File: src/rtl/rr_burst_scheduler.sv
// rr_burst_scheduler: rotating round-robin owner of a shared burst channel.
// A granted client owns the channel for req_len+1 beats, then the pointer
// moves past it and one idle cycle separates consecutive bursts.
// Optional feature macro: RR_BURST_TIMEOUT_EN (stall timeout with abort pulse).
module rr_burst_scheduler #(
  parameter int unsigned NUM_CLIENTS = 4,
  parameter int unsigned LEN_W       = 4,
  parameter int unsigned TIMEOUT_CYC = 64
) (
  input  logic                             clk,
  input  logic                             rst_n,
  input  logic [NUM_CLIENTS-1:0]           req,
  input  logic [NUM_CLIENTS*LEN_W-1:0]     req_len,
  output logic [NUM_CLIENTS-1:0]           grant,
  output logic [$clog2(NUM_CLIENTS)-1:0]   grant_id,
  output logic                             beat_valid,
  input  logic                             beat_ready,
  output logic                             beat_last,
  output logic                             abort
);

  localparam int unsigned ID_W  = $clog2(NUM_CLIENTS);
  localparam int unsigned SUM_W = ID_W + 1;

  localparam logic [0:0] IDLE  = 1'b0;
  localparam logic [0:0] BURST = 1'b1;

  logic [0:0]             state_q, state_d;
  logic [NUM_CLIENTS-1:0] grant_d;
  logic [ID_W-1:0]        grant_id_d;
  logic                   beat_valid_d;
  logic [LEN_W-1:0]       len_q, len_d;
  logic [LEN_W-1:0]       count_q, count_d;
  logic [ID_W-1:0]        ptr_q, ptr_d;
  logic [ID_W-1:0]        ptr_next;
  logic [ID_W-1:0]        win_id;
  logic [LEN_W-1:0]       win_len;
  logic [SUM_W-1:0]       cand;
  logic                   hs;

`ifdef RR_BURST_TIMEOUT_EN
  localparam int unsigned STALL_W = $clog2(TIMEOUT_CYC + 1);
  logic [STALL_W-1:0]     stall_q, stall_d;
  logic                   abort_d;
`endif

  assign hs        = beat_valid & beat_ready;
  assign beat_last = (state_q == BURST) && (count_q == len_q);
  assign ptr_next  = (grant_id == ID_W'(NUM_CLIENTS - 1)) ? '0 : grant_id + ID_W'(1);

  // First requesting client searching cyclically upward from the pointer
  always_comb begin
    win_id = '0;
    cand   = '0;
    for (int k = int'(NUM_CLIENTS) - 1; k >= 0; k--) begin
      cand = SUM_W'(ptr_q) + SUM_W'(k);
      if (cand >= SUM_W'(NUM_CLIENTS)) cand = cand - SUM_W'(NUM_CLIENTS);
      if (req[cand[ID_W-1:0]]) win_id = cand[ID_W-1:0];
    end
  end

  // Burst length field of the selected client
  always_comb begin
    win_len = '0;
    for (int i = 0; i < int'(NUM_CLIENTS); i++) begin
      if (ID_W'(i) == win_id) win_len = req_len[i*LEN_W +: LEN_W];
    end
  end

  // Next-state and next-output logic
  always_comb begin
    state_d      = state_q;
    grant_d      = grant;
    grant_id_d   = grant_id;
    beat_valid_d = beat_valid;
    len_d        = len_q;
    count_d      = count_q;
    ptr_d        = ptr_q;
`ifdef RR_BURST_TIMEOUT_EN
    stall_d      = stall_q;
    abort_d      = 1'b0;
`endif
    case (state_q)
      IDLE: begin
        if (|req) begin
          state_d      = BURST;
          grant_d      = NUM_CLIENTS'(1) << win_id;
          grant_id_d   = win_id;
          beat_valid_d = 1'b1;
          len_d        = win_len;
          count_d      = '0;
`ifdef RR_BURST_TIMEOUT_EN
          stall_d      = '0;
`endif
        end
      end
      BURST: begin
        if (hs) begin
`ifdef RR_BURST_TIMEOUT_EN
          stall_d = '0;
`endif
          if (beat_last) begin
            state_d      = IDLE;
            grant_d      = '0;
            grant_id_d   = '0;
            beat_valid_d = 1'b0;
            ptr_d        = ptr_next;
          end else begin
            count_d = count_q + LEN_W'(1);
          end
        end
`ifdef RR_BURST_TIMEOUT_EN
        else if (stall_q == STALL_W'(TIMEOUT_CYC)) begin
          state_d      = IDLE;
          grant_d      = '0;
          grant_id_d   = '0;
          beat_valid_d = 1'b0;
          ptr_d        = ptr_next;
          stall_d      = '0;
          abort_d      = 1'b1;
        end else begin
          stall_d = stall_q + STALL_W'(1);
        end
`endif
      end
      default: begin
        state_d      = IDLE;
        grant_d      = '0;
        grant_id_d   = '0;
        beat_valid_d = 1'b0;
      end
    endcase
  end

  // State, output and bookkeeping registers
  always_ff @(posedge clk or negedge rst_n) begin
    if (!rst_n) begin
      state_q    <= IDLE;
      grant      <= '0;
      grant_id   <= '0;
      beat_valid <= 1'b0;
      len_q      <= '0;
      count_q    <= '0;
      ptr_q      <= '0;
    end else begin
      state_q    <= state_d;
      grant      <= grant_d;
      grant_id   <= grant_id_d;
      beat_valid <= beat_valid_d;
      len_q      <= len_d;
      count_q    <= count_d;
      ptr_q      <= ptr_d;
    end
  end

`ifdef RR_BURST_TIMEOUT_EN
  // Stall counter and one-cycle abort pulse
  always_ff @(posedge clk or negedge rst_n) begin
    if (!rst_n) begin
      stall_q <= '0;
      abort   <= 1'b0;
    end else begin
      stall_q <= stall_d;
      abort   <= abort_d;
    end
  end
`else
  assign abort = 1'b0;
`endif

endmodule

File: config.mk
export PLATFORM = sky130hd
export DESIGN_NAME = rr_burst_scheduler
export DESIGN_NICKNAME = d
export VERILOG_FILES = /design/src/rtl/rr_burst_scheduler.sv
export SDC_FILE = /design/constraint.sdc
export NUM_CORES = 1
export LEC_CHECK = 0
export ABC_AREA = 1
export CAP_MARGIN = 20
export CORE_UTILIZATION = 52
export DETAILED_ROUTE_END_ITERATION = 16
export PLACE_DENSITY = 0.88
export SLEW_MARGIN = 10
export SYNTH_ARGS = -nofsm -noshare
export SYNTH_HDL_FRONTEND = slang
export SYNTH_SLANG_ARGS = --single-unit
File: constraint.sdc
create_clock -name clk -period 2.45 [get_ports clk]
set_clock_uncertainty 0.15 [all_clocks]
set_input_delay 0.245 -clock clk [delete_from_list [all_inputs] [get_ports clk]]
set_output_delay 0.245 -clock clk [all_outputs]
set_load 0.005 [all_outputs]
---- After elaboration in Yosys (flattened, before gate mapping) ----
Index checks and enable logic that the tools add are counted.
operators by class
  add/subtract/negate cells ............... 9
  magnitude comparators ................... 8
  equality and inequality tests ........... 9
  shift operators ......................... 1
  mux-type cells .......................... 41
  bitwise gates (word level) .............. 2
  reductions and logical operators ........ 7
operators with widths
  cell                                                                   count
  4-bit two-way mux                                                      10
  2-bit two-way mux                                                      12
  4-bit one-hot mux with 2 select lines                                  2
  2-bit by 3-bit < comparator with 1-bit output, second input constant   4
  1-bit two-way mux                                                      10
  3-bit >= comparator, second input constant                             3
  3-bit AND reduction                                                    3
  1-bit binary-select mux with 2-bit select                              4
  2-bit by 1-bit subtractor with 2-bit output, second input constant     4
  2-bit by 2-bit adder with 3-bit output, second input constant          2
  2-bit inequality test, second input constant                           3
  4-bit by 1-bit adder with 4-bit output, second input constant          1
  2-bit equality test, first input constant                              2
  4-bit equality test                                                    1
  1-bit one-hot mux with 2 select lines                                  2
  2-bit one-hot mux with 2 select lines                                  1
  4-bit OR reduction                                                     1
  1-bit by 2-bit << shifter with 4-bit output, first input constant      1
  2-bit by 1-bit adder with 3-bit output, second input constant          1
  2-bit by 3-bit >= comparator with 1-bit output, second input constant  1
  2-bit by 1-bit adder with 2-bit output, second input constant          1
  1-bit by 2-bit equality test with 1-bit output, first input constant   1
  2-bit equality test, second input constant                             1
  2-bit zero test                                                        1
  other kinds (5)                                                        5
storage, ports and cells
  register bits ........................... 18
  input port bits ......................... 23
  output and inout port bits .............. 9
  logic and storage cells ................. 84

---- Depth between registers and ports, before layout ----
Gate-level depths: netlist (run 1).
  depth in word-level cells ............... 14
  gate-level depth with buffers ........... 13
  depth with buffers taken out ............ 13

---- Worst setup path before layout (run 1) ----
OpenSTA, ideal clock, no wires.
  path type ............................... register -> register
  start point ............................. register ptr_q[0]
  end point ............................... register len_q[0]
  library setup time ...................... 0.116 ns
  data arrival time ....................... 1.390 ns
  required time ........................... 2.184 ns
  path slack .............................. 0.793 ns
  stages on the path, launching flop included .. 13
  path buffers ............................ 0
  period minus slack after synthesis ...... 1.657 ns
  cells stage by stage .................... dfrtp_1 > inv_1 > nand2_1 > nand3_2 > o21ai_1 > inv_2 > nand3_2 > nand2_8 > nand2_4 > o21ai_1 > inv_1 > nand2_1 > nand2_1
on the way
  cells in the longest elaborated chain, start to end .. 14
  elaborated cells between the ends (all ways) .. 35
  classes of those cells .................. add/sub (7); order compare (4); eq/ne (3); mux (20); reduce/logical (1)
ends and longest elaborated chain
  what                                                                                       RTL line  text
  start: declaration                                                                         34        logic [ID_W-1:0] ptr_q, ptr_d;
  start signal: assignment                                                                   152       ptr_q <= ptr_d;
  2-bit by 2-bit adder with 3-bit output                                                     56        cand = SUM_W'(ptr_q) + SUM_W'(k);
  3-bit >= comparator / 2-bit by 1-bit subtractor with 2-bit output (equally long branches)  57        if (cand >= SUM_W'(NUM_CLIENTS)) cand = cand - SUM_W'(NUM_CLIENTS);
  2-bit two-way mux                                                                          57
  1-bit binary-select mux with 2-bit select                                                  58        if (req[cand[ID_W-1:0]]) win_id = cand[ID_W-1:0];
  1-bit two-way mux (implied by the code)                                                    58
  2-bit two-way mux (3 in a row)                                                             58
  2-bit two-way mux *                                                                        58
  2-bit zero test                                                                            66        if (ID_W'(i) == win_id) win_len = req_len[i*LEN_W +: LEN_W];
  4-bit two-way mux (3 in a row)                                                             66
  4-bit two-way mux *                                                                        66
  end signal: assignment                                                                     150       len_q <= len_d;
  end: declaration                                                                           32        logic [LEN_W-1:0] len_q, len_d;
Every way passes the cells marked *; elsewhere a longest branch is shown, timed or not. The select of a mux whose other input is x is not followed.
A chain may end at the register's enable or synchronous reset.

---- Worst setup path in the final report (run 1) ----
  start point ............................. register count_q[0]
  end point ............................... output beat_last
on the way
  cells in the longest elaborated chain, start to end .. 2
ends and longest elaborated chain
  what                      RTL line  text
  start: declaration        33        logic [LEN_W-1:0] count_q, count_d;
  start signal: assignment  151       count_q <= count_d;
  4-bit equality test       48        assign beat_last = (state_q == BURST) && (count_q == len_q);
  1-bit logical AND         48
  end: declaration          18        output logic beat_last,
No other way between the ends.

==> key figures, run 1 <==
Routing
  – 1st-pass router iterations: 4
  – Post-Route WL: approximately 2.8 mm
  – DRT iter0 DRCs: 20
  – DRC: 0
  – Via count: around 1200
  – Detail Route Antenna Nets: 0
  – DR vias/cell: between 5 and 6
  – Routed WL per cell: roughly 12 µm

Global routing
  – Overall Global Routing Usage: between 20% and 30%
  – GR Layer Usage met1: 29.4%
  – Met3 usage: 5.45%
  – Vias in the first global route: roughly 1100
  – Met2 Use GR: approximately 46%
  – Largest net degree at the start of global routing: 19
  – First-pass GRT wire length: around 4.9 mm
  – Overflow after GRT: 0
  – GRT Max-Usage Layer: met2
  – Initial antenna violation count: 0

Logic synthesis
  – Post-Syn Instances: approximately 170
  – Top FF cell, synth: dfrtp_1
  – Top cell type's share of synthesized area: around 37%
  – Seq/Total Area, Yosys: a little over a third
  – Netlist Area Pre-Place: 1230 µm²
  – Post-synth EDFFs: 0
  – Synth unique cells: 25
  – Mapped Nets: about 200
  – Synth area leader: dfrtp_1
  – Warnings from Yosys: 0
  – Most frequent cells after synthesis: nand2_1, inv_1, nand3_1, dfrtp_1, nor2_1
  – Async S/R FF share, synth: 100%
  – Most numerous cell in the Yosys netlist: nand2_1
  – Syn avg cell area: ~7.1 µm²
  – Synth top area cells: dfrtp_1, nand2_1, nand3_1, inv_1, nor2_1
  – #FFs+latches synth: 18

STA
  – Slew margin rel.: roughly 45%
  – Crit share post-route: 90.5%
  – Tmin final: around 2200 ps
  – RSZ-0062 raised after global routing: false
  – Max frequency: 451 MHz
  – Final Setup Violations: 0
  – Max Transition Viols Final: 0
  – Final setup TNS: 0 ps
  – Final hold viol count: 0
  – Setup ws final: between 200 and 250 ps
  – Slew @ Worst Pin: a little over 800 ps

Finish
  – ANT cells: 0
  – Nets: 230
  – Fillcell total: 189
  – Final cell count without fillers: approximately 230
  – Area grow syn2layout: 28.0%
  – Core Util, Final: between 70% and 80%
  – Share of layout cells above drive strength 1: between 10% and 20%

Power and ir drop
  – Leakage: 0.824 nW
  – Net Sw Frac: between 40% and 50%
  – Combinational fraction of design power: a little over 60%
  – Total power: 0.00195 W
  – NetSw: 0.000950 W
  – Clock power frac: 9.4%
  – VDD IR-drop max: roughly 750 µV
  – Pwr/cell area: approximately 1200 nW/µm²
  – Reg power frac: 29.7%
  – Internal power: between 0.0009 and 0.001 W

Flow run
  – Number of max-cap violations: 0

CTS
  – H-tree depth: 1
  – Post-CTS Resized: 0
  – TritonCTS buffer count: 3
  – Root Driver: clkbuf_4
  – Clock transition at the registers of the reported paths: ~100 ps
  – # clock sinks: 18
  – Post-CTS setup buffer count: 0
  – CTS tree: yes
  – Worst-Skew Late Latency: about 290 ps
  – Hold Buf Count CTS: 0
  – Clock Path Buffers: 2

Setup path
  – Crit-path cells: inv_1 -> nor2_1 -> nor2_1 -> o2111ai_1 -> nor2_1 -> clkdlybuf4s50_1
  – Arrival time at the worst endpoint: 1820 ps
  – WS Path Type: reg -> out
  – Worst EP required: around 2100 ps
  – Max incr delay on CP: 520 ps
  – Endpoint class of the critical path: output pin
  – Slowest-stage cell, CP: clkdlybuf4s50_1
  – Crit-path most repeated cell: nor2_1
  – CP max FO: 4
  – R2R depth: 13
  – Startpoint Class: flip-flop

Place
  – Dpl hpwl: approximately 2.3 mm
  – Cells after DPL: between 200 and 250
  – Final GP Congestion: just under 0.9
  – PortBufs: 30
  – Post-place setup slack: ~340 ps

Floorplan
  – I/O pin cnt: 32
  – Die Wd: approximately 51 µm
  – Initial cell density of the core: around 55%
  – Core area: around 2200 µm²
  – # rows: 17
  – Die H: 50.7 µm
  – Die Area: 2570 µm²

Worst hold path
  – Hold crit path type: in -> async

Run status
  – Status: finished, final reports clean
## flip-flops by register name (all words and copies together) (netlist names)
signal / count
beat_valid: 1
count_q: 4
len_q: 4
grant_id: 2
state_q: 1
grant: 4
ptr_q: 2
## per-layer routing
metal | share of wire (%) | wire, µm | up-vias
met5 | 0 | 0 | -
met3 | 4.4 | 125 | 3
met2 | 52 | 1470 | 41
met1 | 43 | 1210 | 581
li1 | - | - | 621
met4 | 0.36 | 10 | 0
## worst max-delay path, delay by kind of cell (launching register included)
| kind | cells | cell delay [ps] |
|---|---|---|
| AO/OA/AOI/OAI | 1 | 170 |
| flip-flops | 1 | 430 |
| AND/OR/NAND/NOR | 3 | 300 |
| buffers and inverters | 2 | 630 |
## cell type report
cell class	instances	area, µm²	share of cell area (%)
sequential	18	450	28.5
timing repair buffer	31	308	19.5
inverter	23	86.3	5.47
clock buffer	4	36.3	2.30
multi-input combinational	128	663	42.0
tap	28	35.0	2.22
## kinds of logic after synthesis
group	after synthesis	share of synthesized area [%]
AOI/OAI and AO/OA	24	10.9
adders and majority gates	2	2.03
DFF	18	36.5
and+or+nand+nor	101	40.6
buffers and inverters	28	9.74
other	1	0.304
## power groups by stage
| stage | combinational [W] | clock (W) | sequential [W] |
|---|---|---|---|
| floorplan | 0.000905 | 0 | 0.000528 |
| global placement | 0.00113 | 0 | 0.000573 |
| detailed placement | 0.00119 | 0 | 0.000583 |
| CTS | 0.00119 | 0.000189 | 0.000576 |
| global route | 0.00133 | 0.000201 | 0.000603 |
| finish | 0.00119 | 0.000184 | 0.000579 |
## worst paths after layout
check / startpoint / to / slack [ps]
worst max register to register: ptr_q[0] / len_q[2] / 330
max in group asynchronous: rst_n / grant[0] / 1380
worst max-delay path: count_q[0] / beat_last / 230
min in group clk: grant[0] / grant[0] / 370
worst min register to register: grant[0] / grant[0] / 370
worst min-delay path: rst_n / count_q[3] / 270
## through the flow
stage	cell area, µm²	hold slack (ps)
6_report	1580	266
4_1_cts	1580	279
5_1_grt	1580	322
3_3_place_gp	1540	341
2_1_floorplan	1230	-201
3_5_place_dp	1540	347
## cells in the final DEF (no fill, tap or decap), types with 2 or more instances in the layout
cell type / instances
nand2_2: 5
clkdlybuf4s50_1: 30
nand3_1: 20
nand3_2: 3
o31ai_1: 3
nor2_1: 15
inv_2: 3
inv_1: 20
nand2_1: 47
nand4_1: 3
nand2_4: 4
o21ai_1: 5
o21ai_0: 10
ha_1: 2
dfrtp_1: 18
clkbuf_4: 3
a21oi_1: 4
Power figures use the tool's default switching activity.
==> run 2, diff against run 1 <==
--- a/constraint.sdc
+++ b/constraint.sdc
@@ -3,3 +3,3 @@
 set_input_delay 0.245 -clock clk [delete_from_list [all_inputs] [get_ports clk]]
 set_output_delay 0.245 -clock clk [all_outputs]
-set_load 0.005 [all_outputs]
+set_load 0.1 [all_outputs]
==> run 2 against run 1 <==
Flip-flop and latch count stayed put. Register-to-register slack worse by 50 ps. Clock power is 21% lower. Critical endpoint is now len_q[1]. Non-clock buffer count stayed put. Total power is 18% higher. Largest cell class unchanged. Maximum frequency is 2.0% higher. Design area is 1.2% lower. Critical path type is now reg -> reg.
==> key figures, run 2 (synthesized netlist as in run 1, its figures left out) <==
Routing
  – Routed WL per cell: 12.2 µm (+0.79%)
  – 1st-pass router iterations: 5 (+1)
  – DRT iter0 DRCs: 18 (-10%)
  – Via count: 1237 (-0.72%)
  – Post-Route WL: 2.83 mm (+0.36%)
  – DRC: 0 (unchanged)
  – DR vias/cell: 5.35 (-0.29%)
  – Detail Route Antenna Nets: 0 (unchanged)

Setup path
  – Arrival time at the worst endpoint: 2210 ps (+390 ps)
  – Startpoint Class: flip-flop
  – Worst EP required: 2490 ps (+430 ps)
  – Setup slack, reg-to-reg: 280 ps (-50 ps)
  – WS Path Type: reg -> reg
  – CP max FO: 11 (+7)
  – Endpoint class of the critical path: flip-flop

STA
  – Final hold viol count: 0 (unchanged)
  – Final setup TNS: 0 ps (unchanged)
  – Tmin final: 2170 ps (-43.1 ps)
  – Final Setup Violations: 0 (unchanged)
  – Slew @ Worst Pin: 800 ps (-26.9 ps)
  – Max frequency: 460 MHz (+2.0%)
  – RSZ-0062 raised after global routing: false
  – Max Transition Viols Final: 0 (unchanged)
  – Crit share post-route: 88.7% (-1.8 points)
  – Slew margin rel.: 46.5% (+1.8 points)
  – Setup ws final: 277 ps (+43.1 ps)

CTS
  – Post-CTS setup buffer count: 0 (unchanged)
  – Worst-Skew Late Latency: 290 ps (about the same)
  – H-tree depth: 1 (unchanged)
  – # clock sinks: 18 (unchanged)
  – Hold Buf Count CTS: 0 (unchanged)
  – CTS tree: yes
  – TritonCTS buffer count: 3 (unchanged)
  – Root Driver: clkbuf_4
  – Clock Path Buffers: 2 (unchanged)
  – Clock transition at the registers of the reported paths: 100 ps (about the same)
  – Post-CTS Resized: 0 (unchanged)

Power and ir drop
  – Internal power: 0.000963 W (-3.5%)
  – Combinational fraction of design power: 68.4% (+7.5 points)
  – Leakage: 0.832 nW (+1.0%)
  – Reg power frac: 25.3% (-4.4 points)
  – Pwr/cell area: 1480 nW/µm² (+20%)
  – Net Sw Frac: 58.2% (+9.5 points)
  – NetSw: 0.00134 W (+41%)
  – Clock power frac: 6.3% (-3.1 points)
  – VDD IR-drop max: 950 µV (+26%)

Global routing
  – Vias in the first global route: 1154 (+0.70%)
  – First-pass GRT wire length: 4.85 mm (-0.14%)
  – Initial antenna violation count: 0 (unchanged)
  – Overall Global Routing Usage: 24.9% (-0.048 points)
  – Overflow after GRT: 0 (unchanged)
  – Largest net degree at the start of global routing: 19 (unchanged)

Floorplan
  – I/O pin cnt: 32 (unchanged)
  – Die Wd: 50.7 µm (unchanged)
  – Die Area: 2570 µm² (unchanged)
  – Core area: 2230 µm² (unchanged)
  – Initial cell density of the core: 55.2% (unchanged)
  – # rows: 17 (unchanged)
  – Die H: 50.7 µm (unchanged)

Place
  – Final GP Congestion: 0.862 (-0.42%)
  – Post-place setup slack: 325 ps (-17.4 ps)
  – PortBufs: 30 (unchanged)
  – Dpl hpwl: 2.22 mm (-2.7%)

Finish
  – Commonest non-fill, non-tap cells in the layout: nand2_1, clkdlybuf4s50_1, inv_1, nand3_1, dfrtp_1
  – Share of layout cells above drive strength 1: 14.8% (+4.0 points)
  – ANT cells: 0 (unchanged)
  – Area grow syn2layout: 26.5%
  – Nets: 230 (unchanged)
  – Fillcell total: 183 (-3.2%)
  – Commonest non-fill, non-tap cell in the layout: nand2_1
  – Top Registers: count_q (4), grant (4), len_q (4)

Worst hold path
  – Hold crit path type: in -> async

Flow run
  – Number of max-cap violations: 0 (unchanged)

Run status
  – Status: finished, final reports clean
==> run 2: cell count changes in the layout (fill, tap and decap cells not counted) <==
cell / change
clkbuf_8: -1
nor2_2: +1
nor2_1: -1
buf_4: +7
clkdlybuf4s50_1: -8
buf_12: +1
==> run 2: layer usage <==
metal / global-route usage [%] / share of wire (%) / up-vias
met4: 5.56 / 1.3 / 0
met5: 0 / 0 / -
met3: 4.85 / 5.0 / 5
li1: - / - / 625
met2: 43.8 / 49 / 40
met1: 31.2 / 45 / 567
==> run 2: stage by stage <==
stage	cell area [µm²]	cells	util [%]	hold WS [ps]	power, W
2_1_floorplan	1240	174	-	-201	0.00182
3_3_place_gp	1540	228	68.9	342	0.00211
3_5_place_dp	1540	228	68.9	345	0.00217
4_1_cts	1560	231	69.9	284	0.00231
5_1_grt	1560	231	69.9	318	0.00250
6_report	1560	231	69.9	258	0.00231
==> run 2: worst paths after layout <==
path	from	endpoint	cells past startpoint
setup / recovery	ptr_q[0]	len_q[1]	13
hold / removal	rst_n	len_q[3]	1
setup reg to reg	ptr_q[0]	len_q[1]	13
hold reg to reg	len_q[1]	len_q[1]	2
max in group asynchronous	rst_n	count_q[2]	1
min in group clk	len_q[1]	len_q[1]	2
==> run 2: critical path: stages (launching register included) <==
cell     delay, ps
dfrtp_1        620
inv_1          210
nand2_1        150
nand3_2        110
o21ai_1        120
inv_2           60
nand2_2         80
nand2_4         70
nand2_8        120
nand2_4         70
o21ai_1        140
inv_1           50
nand2_1         70
nand2_1         50
==> run 2: area by class of cell <==
cell class / count / area [µm²] / area share [%]
inverter: 23 / 86.3 / 5.53
clock buffer: 3 / 22.5 / 1.44
timing repair buffer: 31 / 300 / 19.2
multi-input combinational: 128 / 666 / 42.7
tap: 28 / 35.0 / 2.25
sequential: 18 / 450 / 28.9
==> run 2: power groups by stage <==
stage	clock network, W	registers, W	logic (W)
after global placement	0	0.000574	0.00153
final	0.000145	0.000584	0.00158
after CTS	0.000146	0.000580	0.00159
after floorplan	0	0.000850	0.000973
after detailed placement	0	0.000585	0.00158
after global routing	0.000161	0.000599	0.00174
==> run 3, diff against run 2 <==
- CTS_CLUSTER_SIZE: not set -> 16
==> results of run 3 <==
No change in the layout: final DEF, timing and power equal those of run 2.
